`src/rtl/ifmap_framer_pkg.sv`:
```
// Shared FSM state type and tagged-word bit positions for the IFMap row framer.
package ifmap_framer_pkg;

  typedef enum logic [1:0] {
    IDLE   = 2'd0,
    STREAM = 2'd1,
    DRAIN  = 2'd2
  } state_t;

  function automatic int START_BIT(input int data_width);
    return data_width + 1;
  endfunction

  function automatic int END_BIT(input int data_width);
    return data_width;
  endfunction

endpackage

```
`src/rtl/sync_fifo_showahead.sv`:
```
// Show-ahead synchronous FIFO, any DEPTH >= 2; data visible one cycle after push.
// Push is dropped when full and pop when empty; rdata reads 0 while empty.
module sync_fifo_showahead #(
  parameter int WIDTH      = 10,
  parameter int DEPTH      = 8,
  parameter int ADDR_WIDTH = 3
) (
  input  logic                  clk,
  input  logic                  rst,
  input  logic                  push,
  input  logic [WIDTH-1:0]      wdata,
  input  logic                  pop,
  output logic [WIDTH-1:0]      rdata,
  output logic                  full,
  output logic                  empty,
  output logic [ADDR_WIDTH:0]   count
);

  localparam logic [ADDR_WIDTH-1:0] LAST_PTR = ADDR_WIDTH'(DEPTH - 1);
  localparam logic [ADDR_WIDTH:0]   FULL_CNT = (ADDR_WIDTH + 1)'(DEPTH);

  logic [WIDTH-1:0]      mem [DEPTH];
  logic [ADDR_WIDTH-1:0] wptr;
  logic [ADDR_WIDTH-1:0] rptr;
  logic                  push_en;
  logic                  pop_en;

  assign full    = (count == FULL_CNT);
  assign empty   = (count == '0);
  assign push_en = push && !full;
  assign pop_en  = pop && !empty;
  assign rdata   = empty ? '0 : mem[rptr];

  always_ff @(posedge clk) begin
    if (push_en) mem[wptr] <= wdata;
  end

  // Explicit wrap so non-power-of-two depths work.
  always_ff @(posedge clk or negedge rst) begin
    if (!rst) begin
      wptr  <= '0;
      rptr  <= '0;
      count <= '0;
    end else begin
      if (push_en) wptr <= (wptr == LAST_PTR) ? '0 : wptr + 1'b1;
      if (pop_en)  rptr <= (rptr == LAST_PTR) ? '0 : rptr + 1'b1;
      case ({push_en, pop_en})
        2'b10:   count <= count + 1'b1;
        2'b01:   count <= count - 1'b1;
        default: count <= count;
      endcase
    end
  end

endmodule

```
`src/rtl/ifmap_row_framer.sv`:
```
// Tags activation words with start/end-of-row flags and buffers them for the PE.
// Optional pop counter output words_sent is enabled by IFMAP_FRAMER_CNT_EN.
module ifmap_row_framer
  import ifmap_framer_pkg::*;
#(
  parameter int DATA_WIDTH    = 8,
  parameter int DEPTH         = 8,
  parameter int ADDR_WIDTH    = 3,
  parameter int ROW_LEN_WIDTH = 5
) (
  input  logic                     clk,
  input  logic                     rst,
  input  logic                     start,
  input  logic [ROW_LEN_WIDTH-1:0] row_len_in,
  input  logic [ROW_LEN_WIDTH-1:0] num_rows_in,
  input  logic [DATA_WIDTH-1:0]    din,
  input  logic                     din_valid,
  output logic                     din_ready,
  output logic [DATA_WIDTH+1:0]    dout,
  output logic                     valid,
  input  logic                     ren,
  output logic                     busy,
  output logic                     done
`ifdef IFMAP_FRAMER_CNT_EN
  ,
  output logic [15:0]              words_sent
`endif
);

  localparam int SB = START_BIT(DATA_WIDTH);
  localparam int EB = END_BIT(DATA_WIDTH);
  localparam logic [ROW_LEN_WIDTH-1:0] RL_ONE = ROW_LEN_WIDTH'(1);

  state_t                   state, state_nxt;
  logic [ROW_LEN_WIDTH-1:0] row_len, num_rows, col, row;
  logic                     cfg_load, push, full, empty;
  logic                     start_flag, end_flag, last_row;
  logic [DATA_WIDTH+1:0]    wdata;
  logic [ADDR_WIDTH:0]      count;

  assign start_flag = (col == '0);
  assign end_flag   = (col == row_len - RL_ONE);
  assign last_row   = (row == num_rows - RL_ONE);
  assign push       = din_valid && din_ready;
  assign valid      = !empty;
  assign busy       = (state != IDLE);

  always_comb begin
    wdata                 = '0;
    wdata[SB]             = start_flag;
    wdata[EB]             = end_flag;
    wdata[DATA_WIDTH-1:0] = din;
  end

  always_ff @(posedge clk or negedge rst) begin
    if (!rst) state <= IDLE;
    else      state <= state_nxt;
  end

  always_comb begin
    state_nxt = state;
    din_ready = 1'b0;
    cfg_load  = 1'b0;
    case (state)
      IDLE: begin
        if (start && row_len_in != '0) begin
          cfg_load  = 1'b1;
          state_nxt = (num_rows_in == '0) ? DRAIN : STREAM;
        end
      end
      STREAM: begin
        din_ready = !full;
        if (din_valid && !full && end_flag && last_row) state_nxt = DRAIN;
      end
      DRAIN: begin
        if (count == '0) state_nxt = IDLE;
      end
      default: state_nxt = IDLE;
    endcase
  end

  always_ff @(posedge clk or negedge rst) begin
    if (!rst) begin
      row_len  <= '0;
      num_rows <= '0;
      col      <= '0;
      row      <= '0;
      done     <= 1'b0;
    end else begin
      done <= (state == DRAIN) && (count == '0);
      if (cfg_load) begin
        row_len  <= row_len_in;
        num_rows <= num_rows_in;
        col      <= '0;
        row      <= '0;
      end else if (push) begin
        if (end_flag) begin
          col <= '0;
          row <= row + RL_ONE;
        end else begin
          col <= col + RL_ONE;
        end
      end
    end
  end

`ifdef IFMAP_FRAMER_CNT_EN
  always_ff @(posedge clk or negedge rst) begin
    if (!rst)                                       words_sent <= '0;
    else if (cfg_load)                              words_sent <= '0;
    else if (ren && valid && words_sent != 16'hFFFF) words_sent <= words_sent + 16'd1;
  end
`endif

  sync_fifo_showahead #(
    .WIDTH      (DATA_WIDTH + 2),
    .DEPTH      (DEPTH),
    .ADDR_WIDTH (ADDR_WIDTH)
  ) u_fifo (
    .clk   (clk),
    .rst   (rst),
    .push  (push),
    .wdata (wdata),
    .pop   (ren),
    .rdata (dout),
    .full  (full),
    .empty (empty),
    .count (count)
  );

endmodule

```
`config.mk`:
```
export PLATFORM = sky130hd
export DESIGN_NAME = ifmap_row_framer
export DESIGN_NICKNAME = d
export VERILOG_FILES = /design/src/rtl/ifmap_framer_pkg.sv /design/src/rtl/sync_fifo_showahead.sv /design/src/rtl/ifmap_row_framer.sv
export SDC_FILE = /design/constraint.sdc
export NUM_CORES = 1
export LEC_CHECK = 0
export ABC_AREA = 1
export CAP_MARGIN = 20
export CORE_ASPECT_RATIO = 1.1
export CORE_MARGIN = 4
export CORE_UTILIZATION = 55
export CTS_CLUSTER_DIAMETER = 30
export DETAILED_ROUTE_END_ITERATION = 8
export PLACE_DENSITY = 0.79
export SLEW_MARGIN = 10
export SYNTH_ARGS = -nofsm -noshare
export SYNTH_HDL_FRONTEND = slang
export SYNTH_SLANG_ARGS = --single-unit
```
`constraint.sdc`:
```
create_clock -name clk -period 2.8 [get_ports clk]
set_input_delay 0.56 -clock clk [delete_from_list [all_inputs] [get_ports clk]]
set_output_delay 0.56 -clock clk [all_outputs]
set_load 0.02 [all_outputs]
```
After elaboration in Yosys (flattened, before gate mapping)

Memory sizes are Yosys's and may differ from the RTL's.
Cells that the tools add are included.

Add/subtract/negate cells: 8
Equal/unequal tests: 12
Mux-type cells: 20
Reductions and logical operators: 21

Operators with widths:

| kind                                                 | count |
|---|---|
| two-way mux 5 bit                                    | 6 |
| adder 5 x 1 -> 5 bit (second input constant)         | 2 |
| equality test 5 bit                                  | 2 |
| logical NOT 5 bit                                    | 2 |
| two-way mux 10 bit                                   | 1 |
| subtractor 5 x 1 -> 5 bit (second input constant)    | 2 |
| logical AND 1 bit                                    | 8 |
| two-way mux 2 bit                                    | 4 |
| one-hot mux 4 bit (2 select lines)                   | 1 |
| nonzero test 2 bit                                   | 4 |
| adder 3 x 1 -> 3 bit (second input constant)         | 2 |
| equality test 3 bit (second input constant)          | 2 |
| two-way mux 3 bit                                    | 2 |
| one-hot mux 2 bit (3 select lines)                   | 1 |
| two-way mux 1 bit                                    | 5 |
| nonzero test 5 bit                                   | 1 |
| adder 4 x 1 -> 4 bit (second input constant)         | 1 |
| equality test 2 x 1 -> 1 bit (second input constant) | 2 |
| equality test 2 bit (second input constant)          | 2 |
| equality test 4 bit (second input constant)          | 1 |
| logical NOT 4 bit                                    | 1 |
| inequality test 2 bit (second input constant)        | 2 |
| subtractor 4 x 1 -> 4 bit (second input constant)    | 1 |
| AND reduction 3 bit                                  | 1 |
| other kinds (4)                                      | 5 |

Register bits: 33
Bits in writable memories: 80
Logic and storage cells: 71
Memories kept: 1

Memory list:

| name       | words | bits a word | read ports | clocked after memory_dff | wr ports | RTL line                  | source |
|---|---|---|---|---|---|---|---|
| u_fifo.mem | 8     | 10          | 1          | 0                        | 1        | sync_fifo_showahead.sv:22 | `logic [WIDTH-1:0] mem [DEPTH];` |

Depth between registers and ports, before layout

Gate-level depths: netlist of the first run.

Word-level depth: 7
Mapped depth: 14

By module

A second synthesis of the first run with hierarchy kept.

Cell total of the unflattened synthesis: 543
Area total of the unflattened synthesis: 5316.3 um^2

Modules (own cells, without submodules):

| module              | instances | cells an instance | area an instance (um^2) | seq. area each (um^2) |
|---|---|---|---|---|
| sync_fifo_showahead | 1         | 326               | 3761.1                  | 2652.5 |
| ifmap_row_framer    | 1         | 217               | 1555.2                  | 575.6 |

Least setup slack after synthesis of the first run

Ideal clock, no wire load.

Path kind: register -> register
Start: register state[1]
End: register u_fifo.count[3]
Data arrival time: 2084 ps
Slack: 594 ps
Stages on the path, launching flop included: 14
Path buffers: 0
Clock period less this slack: 2206 ps
Cell sequence: dfrtp_1 -> nor2_4 -> inv_2 -> a31oi_4 -> nand2_4 -> ha_1 -> ha_1 -> nand2_1 -> nor2_1 -> a211oi_1 -> nor2_1 -> nor2_1 -> nand2_1 -> xor2_1

Longest elaborated chain between the ends: 6

RTL lines:

| element                                                                         | RTL line                  | source |
|---|---|---|
| start, declared                                                                 | ifmap_row_framer.sv:34    | `state_t state, state_nxt;` |
| start signal, assigned                                                          | ifmap_row_framer.sv:57    | `else state <= state_nxt;` |
| equality test 2 x 1 -> 1 bit (*)                                                | ifmap_row_framer.sv:64    | `case (state)` |
| two-way mux 1 bit (*)                                                           | ifmap_row_framer.sv:64    |  |
| via din_ready                                                                   | ifmap_row_framer.sv:18    | `output logic din_ready,` |
| logical AND 1 bit (*)                                                           | ifmap_row_framer.sv:44    | `assign push = din_valid && din_ready;` |
| logical AND 1 bit (*)                                                           | sync_fifo_showahead.sv:30 | `assign push_en = push && !full;` |
| equality test 2 x 1 -> 1 bit / equality test 2 bit (equally long branches)      | sync_fifo_showahead.sv:47 | `case ({push_en, pop_en})` |
| one-hot mux 4 bit (2 select lines) / nonzero test 2 bit (equally long branches) | n/a                       |  |
| end signal, assigned                                                            | sync_fifo_showahead.sv:48 | `2'b10: count <= count + 1'b1;` |
| end signal, assigned                                                            | sync_fifo_showahead.sv:49 | `2'b01: count <= count - 1'b1;` |
| end signal, assigned                                                            | sync_fifo_showahead.sv:50 | `default: count <= count;` |
| end, declared                                                                   | sync_fifo_showahead.sv:16 | `output logic [ADDR_WIDTH:0] count` |

The timed path passes the listed nets; every way through them passes the cells marked *.
A chain may end at the register's enable or synchronous reset.

Worst setup path after layout of the first run

Start: register u_fifo.count[1]
End: output port valid

Longest elaborated chain between the ends: 2

RTL lines:

| element           | RTL line                  | source |
|---|---|---|
| logical NOT 4 bit | sync_fifo_showahead.sv:29 | `assign empty = (count == '0);` |
| logical NOT 1 bit | ifmap_row_framer.sv:45    | `assign valid = !empty;` |
| end, declared     | ifmap_row_framer.sv:20    | `output logic valid,` |

No other way between the ends.

==> flow_metrics.env, run 1 <==
export IMPL_grt_pass1_vias=3827
export IMPL_switching_power_mw=2.713
export IMPL_buffer_ports_inserted=36
export IMPL_ys_warn_count=0
export IMPL_crit_arrival_ns=2.11
export IMPL_post_dp_hpwl_um=7286
export IMPL_power_total_mw=7.089
export IMPL_worst_ir_drop_vdd_mv=0.5831
export IMPL_dominantRegCellSynth="edfxtp_1"
export IMPL_top_level_ports=37
export IMPL_reg2regPathDepth=13
export IMPL_fmaxAchievable_mhz=374.6
export IMPL_clock_path_buffers=2
export IMPL_power_density_mw_per_mm2=1119
export IMPL_synthArstFlopShare_pct=29.20
export IMPL_final_replace_weighted_congestion=0.8245
export IMPL_cts_hold_buf=0
export IMPL_yosysUniqueCellTypes=33
export IMPL_cap_viol_max_count=0
export IMPL_drc=0
export IMPL_post_cts_setup_buffers=0
export IMPL_final_max_slew_viol_count=0
export IMPL_final_nets=593
export IMPL_post_route_cell_area_sq_mm=0.006334
export IMPL_die_width_um=100.7
export IMPL_cell_internal_pwr_mw=4.375
export IMPL_worstPathMaxFanout=11
export IMPL_period_share_pct=95.33
export IMPL_detail_route_wl_per_cell_um=16.49
export IMPL_worst_setup_path_type="flip-flop to primary output"
export IMPL_placed_area_sq_mm=0.005766
export IMPL_synthTopCellsByArea="edfxtp_1 (46%), dfrtp_1 (16%), nor2_1 (7.8%), nand2_1 (5.8%), o21ai_0 (4.8%)"
export IMPL_detail_route_iter0_violations=219
export IMPL_finalWorstPathRequiredPeriod_ns=2.669
export IMPL_crit_required_ns=2.24
export IMPL_core_area_sq_mm=0.009054
export IMPL_clk_latency_ns=0.51
export IMPL_hold_path_class="input pin to asynchronous set/reset pin"
export IMPL_wirelength_um=11280
export IMPL_finalSetupTns_ns=0
export IMPL_area_growth_synth_to_final_pct=21.71
export IMPL_finalSetupViolCount=0
export IMPL_combinationalPowerShare_pct=38.1
export IMPL_antenna_cells_inserted=0
export IMPL_synth_seq_area_share_pct=62.03
export IMPL_power_clock_fraction_pct=29.0
export IMPL_hold_violations=0
export IMPL_endpoint_kind="primary output"
export IMPL_syn_area_per_cell_sq_um=10.35
export IMPL_cts_tree="built"
export IMPL_h_tree_depth=4
export IMPL_grt_first_pass_wirelength_um=18490
export IMPL_initial_cell_density_of_the_core_pct=57.48
export IMPL_firstDrtPassIters=5
export IMPL_power_leakage_nw=2.556
export IMPL_synth_top_cell_area_share_pct=46.16
export IMPL_p_sw_share_pct=38.28
export IMPL_route_detailed_vias_per_inst=5.522
export IMPL_post_route_cells_drive_above_1_share_pct=13.68
export IMPL_register_bit_count_reported_by_yosys=113
export IMPL_relSlewSlack_pct=45.77
export IMPL_grt_overflow_total=0
export IMPL_worst_setup_hold_path_clk_slew_ns=0.06
export IMPL_post_synth_edffs=80
export IMPL_netlist_area_sq_mm=0.005204
export IMPL_finalClockSkew_ns=0.007854
export IMPL_synth_net_count=539
export IMPL_synth_cells=503
export IMPL_vias=3777
export IMPL_rsz0062_at_grt="no"
export IMPL_final_util_pct=69.96
export IMPL_antenna_violations_before_repair=0
export IMPL_grt_start_max_net_pins=34
export IMPL_cts_sink_count=113
export IMPL_timing_worst_slew_pin_value_ns=0.8073
export IMPL_count_of_antenna_violating_nets_left_after_detailed_routing=0
export IMPL_run_status="finished, final reports clean"
export IMPL_cts_made_buffers=17
export IMPL_sequential_cell_fraction_of_total_power_pct=33.0
export IMPL_gr_usage_all_layers_pct=21.95
export IMPL_cts_root_buf="clkbuf_8"
export IMPL_largest_area_contributor_in_the_netlist="edfxtp_1"
export IMPL_fp_dieH_um=110.0
export IMPL_total_die_area_sq_mm=0.01108
export IMPL_worst_setup_sp_type="flip-flop"
export IMPL_rows=36
[kinds of logic after synthesis]
kind of cell / after synthesis / synth area share [%]
simple gates: 224 / 17.74
xor+xnor: 15 / 2.525
flops: 113 / 62.03
compound gates: 80 / 9.906
fa+ha+maj: 13 / 3.270
buf+inv: 58 / 4.520
[timing repair]
item / CTS / global route
gates cloned: 0 / 0
endpoints found under the setup margin: 10 / 10
resized for setup: 12 / 15
[state kept, by name (all words and copies together) (netlist names)]
name / flops
col: 5
row: 5
state: 2
u_fifo.rptr: 3
u_fifo.mem: 80
u_fifo.wptr: 3
num_rows: 5
row_len: 5
u_fifo.count: 4
done: 1
[layout make-up]
class	count	area [sq um]
Inverter	39	146.4
Multi-Input combinational cell	332	1753
Clock buffer	17	414.1
Tap cell	114	142.6
Timing Repair Buffer	54	486.7
Sequential cell	113	3229
Clock inverter	15	161.4
Fill cell	637	2720
[metal layers]
| metal | GRT usage [%] | vias to the layer above | wire [um] |
|---|---|---|---|
| met4 | 8.951 | 0 | 309 |
| met3 | 4.594 | 23 | 629 |
| met1 | 26.25 | 1817 | 4497 |
| li1 | - | 1822 | - |
| met5 | 0 | - | 0 |
| met2 | 38.66 | 115 | 5843 |
[synthesized netlist by cell type (2+ instances only)]
library cell / count
nor2_1: 108
nand2_1: 81
edfxtp_1: 80
o21ai_0: 50
inv_1: 36
dfrtp_1: 33
o32ai_1: 20
nand3_1: 18
ha_1: 12
clkbuf_1: 10
xor2_1: 9
xnor2_1: 6
buf_2: 5
nand2_2: 5
o21ai_2: 5
inv_2: 3
nand3_2: 3
nor3_1: 3
buf_1: 2
[cell usage in the layout (no fill, tap or decap), types with 2 or more instances in the layout]
cell	instances
dfrtp_1	32
edfxtp_1	80
nand2_1	81
clkinv_4	5
ha_1	12
clkinvlp_4	3
xor2_1	9
buf_6	2
inv_1	36
inv_6	3
o21ai_0	50
buf_4	15
clkbuf_2	5
xnor2_1	6
nand2_2	5
nand3_2	4
dlygate4sd2_1	3
nand3_1	17
nor3_1	3
bufinv_16	2
clkdlybuf4s15_1	2
nor2_1	108
inv_2	3
clkdlybuf4s50_1	26
o21ai_2	5
clkbuf_16	16
o32ai_1	19
[power groups by stage]
stage	Sequential [mW]	Combinational [mW]	Clock, mW
4_1_cts	2.33	2.71	2.07
6_report	2.34	2.70	2.06
5_1_grt	2.37	3.02	2.16
2_1_floorplan	2.31	1.87	0
3_3_place_gp	2.34	2.67	0
3_5_place_dp	2.35	2.77	0
[worst max-delay path, cell delays in order (launching register included)]
cell and delay, ns:
dfrtp_1 0.42, nor2_2 0.23, nand3_2 0.18, buf_4 0.23, clkdlybuf4s50_1 0.55
[worst paths after layout]
kind	slack (ns)	from	endpoint
worst max-delay path	0.13	u_fifo.count[1]$_DFFE_PN0P_	valid
worst min-delay path	0.46	rst	num_rows[4]$_DFFE_PN0P_
worst max register to register	0.29	u_fifo.count[1]$_DFFE_PN0P_	u_fifo.count[3]$_DFFE_PN0P_
worst min register to register	0.52	row_len[1]$_DFFE_PN0P_	row_len[1]$_DFFE_PN0P_
max in group asynchronous	2.00	rst	u_fifo.rptr[1]$_DFFE_PN0P_
min in group clk	0.52	row_len[1]$_DFFE_PN0P_	row_len[1]$_DFFE_PN0P_
[stage by stage]
step                      cells  hold WS, ns  setup WS [ns]
after CTS                   684       0.4585        0.03435
after detailed placement    652       0.5008         0.1653
after global placement      652       0.4820         0.2327
final                       684       0.4553         0.1307
after floorplan             503       0.2644         0.5940
after global routing        684       0.4799      0.0006610
No activity file was read; power rests on OpenSTA's default activity.
==> run 2, diff against run 1 <==
--- a/config.mk
+++ b/config.mk
@@ -12,6 +12,7 @@
 export CORE_UTILIZATION = 55
 export CTS_CLUSTER_DIAMETER = 30
 export DETAILED_ROUTE_END_ITERATION = 8
+export HOLD_SLACK_MARGIN = 0.1
 export PLACE_DENSITY = 0.79
 export SLEW_MARGIN = 10
 export SYNTH_ARGS = -nofsm -noshare
==> results of run 2 <==
Same layout as run 1: the final DEF is identical, and so are final timing and power.
==> run 3, diff against run 2 <==
--- a/config.mk
+++ b/config.mk
@@ -10,7 +10,7 @@
 export CORE_ASPECT_RATIO = 1.1
 export CORE_MARGIN = 4
 export CORE_UTILIZATION = 55
-export CTS_CLUSTER_DIAMETER = 30
+export CTS_CLUSTER_DIAMETER = 80
 export DETAILED_ROUTE_END_ITERATION = 8
 export HOLD_SLACK_MARGIN = 0.1
 export PLACE_DENSITY = 0.79
==> results of run 3 <==
Same layout as run 1: the final DEF is identical, and so are final timing and power.
